--- src/rtl/booth_product_accum.sv ---
// Frame accumulator behind the radix-4 Booth multiplier: sums len signed products into a
// guarded accumulator and presents each frame total on a valid/ready port.
module booth_product_accum #(
   parameter int unsigned ARG_WIDTH  = 16,
   parameter int unsigned GUARD_BITS = 8,
   parameter int unsigned LEN_WIDTH  = 8,
   parameter bit          SATURATE   = 1'b1
) (
   input  logic                              clk,
   input  logic                              reset,
   input  logic [LEN_WIDTH-1:0]              len,
   input  logic                              prod_valid,
   output logic                              prod_ready,
   input  logic [2*ARG_WIDTH-1:0]            product,
   input  logic                              clear,
   output logic                              out_valid,
   input  logic                              out_ready,
   output logic [2*ARG_WIDTH+GUARD_BITS-1:0] out_acc,
   output logic                              out_overflow,
   output logic [LEN_WIDTH-1:0]              out_count
);

   localparam int unsigned PROD_WIDTH = 2 * ARG_WIDTH;
   localparam int unsigned ACC_WIDTH  = PROD_WIDTH + GUARD_BITS;
   localparam logic [ACC_WIDTH-1:0] ACC_MAX = {1'b0, {(ACC_WIDTH-1){1'b1}}};
   localparam logic [ACC_WIDTH-1:0] ACC_MIN = {1'b1, {(ACC_WIDTH-1){1'b0}}};

   typedef enum logic [0:0] {StAccum, StDone} state_e;

   state_e state_q, state_d;

   logic [ACC_WIDTH-1:0] acc_q;
   logic [LEN_WIDTH-1:0] count_q;
   logic [LEN_WIDTH-1:0] len_q;
   logic                 ovf_q;
   logic [ACC_WIDTH-1:0] out_acc_q;
   logic                 out_overflow_q;
   logic [LEN_WIDTH-1:0] out_count_q;

   logic                 accept;
   logic                 first;
   logic [LEN_WIDTH-1:0] len_eff;
   logic [LEN_WIDTH-1:0] len_target;
   logic [LEN_WIDTH-1:0] count_new;
   logic [ACC_WIDTH-1:0] prod_ext;
   logic [ACC_WIDTH-1:0] acc_base;
   logic [ACC_WIDTH-1:0] acc_sum;
   logic [ACC_WIDTH-1:0] acc_new;
   logic                 ovf_add;
   logic                 ovf_new;
   logic                 frame_end;

   // ---------------- FSM: state register ----------------
   always_ff @(posedge clk) begin
      if (reset) begin
         state_q <= StAccum;
      end else begin
         state_q <= state_d;
      end
   end

   // ---------------- FSM: next state ----------------
   always_comb begin
      state_d = state_q;
      if (clear) begin
         state_d = StAccum;
      end else begin
         unique case (state_q)
            StAccum: if (frame_end) state_d = StDone;
            StDone:  if (out_ready) state_d = StAccum;
            default: state_d = StAccum;
         endcase
      end
   end

   // ---------------- FSM: outputs ----------------
   always_comb begin
      prod_ready = (state_q == StAccum) && !clear;
      out_valid  = (state_q == StDone);
   end

   // ---------------- Datapath ----------------
   always_comb begin
      accept     = prod_valid && prod_ready;
      first      = (count_q == '0);
      len_eff    = (len == '0) ? LEN_WIDTH'(1) : len;
      len_target = first ? len_eff : len_q;
      count_new  = count_q + LEN_WIDTH'(1);
      prod_ext   = ACC_WIDTH'($signed(product));
      // The first product of a frame loads rather than adds, so it can never overflow.
      acc_base   = first ? '0 : acc_q;
      acc_sum    = acc_base + prod_ext;
      ovf_add    = (acc_base[ACC_WIDTH-1] == prod_ext[ACC_WIDTH-1]) &&
                   (acc_sum[ACC_WIDTH-1] != acc_base[ACC_WIDTH-1]);
      acc_new    = acc_sum;
      if (ovf_add && SATURATE) begin
         acc_new = acc_base[ACC_WIDTH-1] ? ACC_MIN : ACC_MAX;
      end
      ovf_new    = (first ? 1'b0 : ovf_q) | ovf_add;
      frame_end  = accept && (count_new == len_target);
   end

   always_ff @(posedge clk) begin
      if (reset) begin
         acc_q          <= '0;
         count_q        <= '0;
         len_q          <= '0;
         ovf_q          <= 1'b0;
         out_acc_q      <= '0;
         out_overflow_q <= 1'b0;
         out_count_q    <= '0;
      end else if (clear) begin
         acc_q   <= '0;
         count_q <= '0;
         ovf_q   <= 1'b0;
      end else if (accept) begin
         acc_q <= acc_new;
         ovf_q <= ovf_new;
         if (first) begin
            len_q <= len_eff;
         end
         if (frame_end) begin
            count_q        <= '0;
            out_acc_q      <= acc_new;
            out_overflow_q <= ovf_new;
            out_count_q    <= len_target;
         end else begin
            count_q <= count_new;
         end
      end
   end

   assign out_acc      = out_acc_q;
   assign out_overflow = out_overflow_q;
   assign out_count    = out_count_q;

endmodule

--- config.mk ---
export PLATFORM = sky130hd
export DESIGN_NAME = booth_product_accum
export DESIGN_NICKNAME = d
export VERILOG_FILES = /design/src/rtl/booth_product_accum.sv
export SDC_FILE = /design/constraint.sdc
export NUM_CORES = 1
export LEC_CHECK = 0
export ABC_AREA = 1
export CORE_MARGIN = 4
export CORE_UTILIZATION = 50
export CTS_CLUSTER_SIZE = 24
export DETAILED_ROUTE_END_ITERATION = 8
export GPL_TIMING_DRIVEN = 0
export PLACE_DENSITY_LB_ADDON = 0.1
export REMOVE_ABC_BUFFERS = 1
export SYNTH_ARGS = -nofsm -noshare
export SYNTH_HDL_FRONTEND = slang
export SYNTH_SLANG_ARGS = --single-unit
--- constraint.sdc ---
create_clock -name clk -period 3.9 [get_ports clk]
set_input_delay 0.585 -clock clk [delete_from_list [all_inputs] [get_ports clk]]
set_output_delay 0.585 -clock clk [all_outputs]
set_load 0.005 [all_outputs]
==> qor.yml <==
run_status:
  run_status: "completed"
layout:
  finalNonFillerCells: 1811
  layout_common_cells: "nand2_1 (461), inv_1 (279), nor2_1 (210)"
  final_area_sq_mm: 0.0101
  area_delta_synth_final_pct: 18.7
  fillers: 1720
  final_core_util_pct: 60.6
  design.final.nets: 1674
  drive_above_1_share_pct: 4.71
  final_common_cell: "nand2_1"
  num_antenna_cells: 0
worst_setup_path:
  cp_max_fo: 26
  cp-end-kind: "register"
  regToRegEndpoint: "acc_q[18]$_SDFFE_PP0P_"
  r2r_start: "count_q[0]$_SDFFE_PP0P_"
  worstRegToRegCells: 19
  path_cells: "inv_2 -> ha_1 -> nand3_2 -> nor2_4 -> buf_4 -> buf_16 -> nor2_1 -> ha_1 -> nand2_1 -> nand2_1 -> a21oi_1 -> o21bai_1 -> a21oi_4 -> nand2_4 -> nand2_8 -> buf_16 -> nand2_1 -> o21ai_0 -> inv_1"
  r2r_slack_ns: 0.22
  critPathArrivalTime_ns: 3.94
  cpMostUsedCell: "nand2_1"
  max_stage_delay_ns: 0.37
  crit_type: "reg2reg"
  worstPathRequired_ns: 4.15
  crit_slowest_cell: "dfxtp_2"
  cp-start-kind: "register"
floorplan:
  rows: 47
  die_h_um: 138
  die_w_um: 138
  die_area_sq_mm: 0.0191
  initial_core_util_pct: 51.1
  core-area_sq_mm: 0.0166
  io-pin-count: 96
placed_design:
  io_buffer_count: 95
  dpl_cell_area_sq_mm: 0.00965
  dp_cells: 1786
  hpwlAfterDp_mm: 19.0
  place.gp.congestion: 0.968
  pre_cts_ws_ns: -0.535
hold_path:
  hp-class: "reg2reg"
  min_to: "out_count[7]$_SDFFE_PP0P_"
  min_from: "out_count[7]$_SDFFE_PP0P_"
  min_path_cells: 2
power:
  power_density_mw_per_mm2: 236
  leakagePower_nw: 5.56
  power_mw: 2.38
  peakVddDrop_mv: 0.204
sta:
  final-setup-viol-count: 0
  setup_ws_ns: 0.219
  period_share_pct: 94.4
  max_freq_ghz: 0.272
  finalCriticalPeriod_ns: 3.68
  worstMarginPinSlew_ns: 1.00
  relSlewSlack_pct: 32.9
  hold_viol: 0
  maxSlewViolCount: 0
  whs_ns: 0.486
  clock_skew_ns: 0.0144
  fin_tns_setup_ns: 0
clock_network:
  ctsRootBufferMaster: "clkbuf_16"
  clk_latency_ns: 0.37
  cts_hold_buffers: 0
  cts_buffers: 9
  clkSinkCount: 107
  clkTransAtPathRegs_ns: 0.07
  cts_tree: "done"
  clk_path_buf_depth: 2
  htreeDepth: 3
global_route:
  grt_usage_pct: 25.6
  antenna_found_initial: 0
  grt_max_degree: 86
  grt_pass1_vias: 8166
  gr-total-overflow: 0
  grt_pass1_wl_mm: 40.6
run:
  timing.max_cap.violations: 0
yosys:
  syn_area_per_cell_sq_um: 5.61
  synth-seq-area-share_pct: 25.2
  synthCells: 1514
  synth_warnings: 0
  ys_ff_latch: 107
  ys_types: 32
  syn-cell-area_sq_mm: 0.00850
routing:
  routedWlPerCell_um: 14.2
  antenna_left: 0
  drtIter0Drc: 700
  drt-total-wl_mm: 25.8
  dr.pass1.iters: 6
  num_vias: 9160
  vias_per_cell: 5.06
  drc: 0
sequential cells by signal (all words and copies together) (netlist names):
name,flops
len_q,8
count_q,8
out_valid,1
acc_q,40
out_overflow,1
out_acc,40
out_count,8
ovf_q,1
cell type report:
type | count | area (sq um) | area share (%)
well taps | 220 | 275 | 2.73
inverters | 287 | 1080 | 10.7
flip-flops and latches | 107 | 2140 | 21.3
repair buffers | 107 | 1150 | 11.4
repair inverters | 1 | 5.00 | 0.0496
multi-input cells | 1074 | 5170 | 51.2
clock buffers | 11 | 233 | 2.31
clock inverters | 4 | 35.0 | 0.347
worst max-delay path: cells and delay by family (launching register included):
kind	cells	cell delay, ns
AOI/OAI and AO/OA	4	0.92
and+or+nand+nor	8	0.99
DFF	1	0.37
buffers and inverters	5	0.66
adders and majority gates	2	0.59
where the power goes:
group	switching [mW]	leakage, nW	internal (mW)
Combinational	0.231	4.57	0.140
Clock	0.450	0.124	0.438
Sequential	0.00795	0.867	1.11
Total	0.689	5.56	1.69
kinds of logic (layout without fill, tap and decap cells):
logic type	after synthesis	in the layout	share of synthesized area [%]
simple gates	828	831	39.9
fa+ha+maj	42	42	6.27
xor+xnor	21	21	2.16
buf+inv	336	410	15.7
flops	107	107	25.2
compound gates	180	180	10.8
cell usage after synthesis:
| library cell | number | area share (%) |
|---|---|---|
| nor2_1 | 213 | 9.4 |
| nand3b_1 | 6 | 0.53 |
| buf_8 | 1 | 0.18 |
| or2_2 | 1 | 0.074 |
| nand4_1 | 12 | 0.88 |
| nand2_4 | 1 | 0.13 |
| and2_1 | 2 | 0.15 |
| nor3_1 | 3 | 0.18 |
| o21ai_0 | 72 | 4.2 |
| nand3_1 | 102 | 6.0 |
| a21oi_1 | 95 | 5.6 |
| a21oi_2 | 1 | 0.10 |
| clkbuf_1 | 22 | 0.97 |
| nand3_2 | 5 | 0.59 |
| buf_6 | 5 | 0.66 |
| inv_2 | 6 | 0.26 |
| o21ai_1 | 7 | 0.41 |
| fa_1 | 1 | 0.24 |
| ha_1 | 41 | 6.0 |
| xor2_1 | 21 | 2.2 |
| o21bai_1 | 4 | 0.35 |
| nand2_1 | 466 | 21 |
| and3_1 | 1 | 0.074 |
| nor2_2 | 3 | 0.22 |
| nor2_4 | 2 | 0.26 |
| dfxtp_1 | 107 | 25 |
| buf_1 | 4 | 0.18 |
| o211ai_1 | 1 | 0.088 |
| nand2_2 | 9 | 0.66 |
| inv_1 | 281 | 12 |
| buf_2 | 17 | 1.0 |
| nor4_1 | 2 | 0.15 |
how the worst max path moves through the flow:
| stage | startpoint | endpoint | slack (ns) |
|---|---|---|---|
| 3_3_place_gp | count_q[0]$_SDFFE_PP0P_ | out_acc[34]$_SDFFE_PP0P_ | -3.39 |
| 6_report | count_q[0]$_SDFFE_PP0P_ | acc_q[18]$_SDFFE_PP0P_ | 0.22 |
| 5_1_grt | count_q[0]$_SDFFE_PP0P_ | acc_q[18]$_SDFFE_PP0P_ | -0.01 |
| 4_1_cts | count_q[0]$_SDFFE_PP0P_ | acc_q[17]$_SDFFE_PP0P_ | 0.0005 |
| 3_5_place_dp | clear | out_count[0]$_SDFFE_PP0P_ | -0.54 |
| 2_1_floorplan | count_q[0]$_SDFFE_PP0P_ | ovf_q$_SDFFE_PP0P_ | -0.75 |
per-layer routing:
metal	share of wire (%)	GRT usage, %	vias to the layer above
met3	5.5	4.07	33
met5	0	0	-
li1	-	-	4774
met2	47	43.7	247
met4	1.8	6.76	0
met1	46	33.6	4106
timing repair:
item | 4_1_cts | 5_1_grt
setup endpoints to repair | 85 | 91
resized for setup | 5 | 14
setup buffers | 5 | 1
pin swaps | 2 | 2
gates cloned | 1 | 3
(Power assumes the default switching activity.)
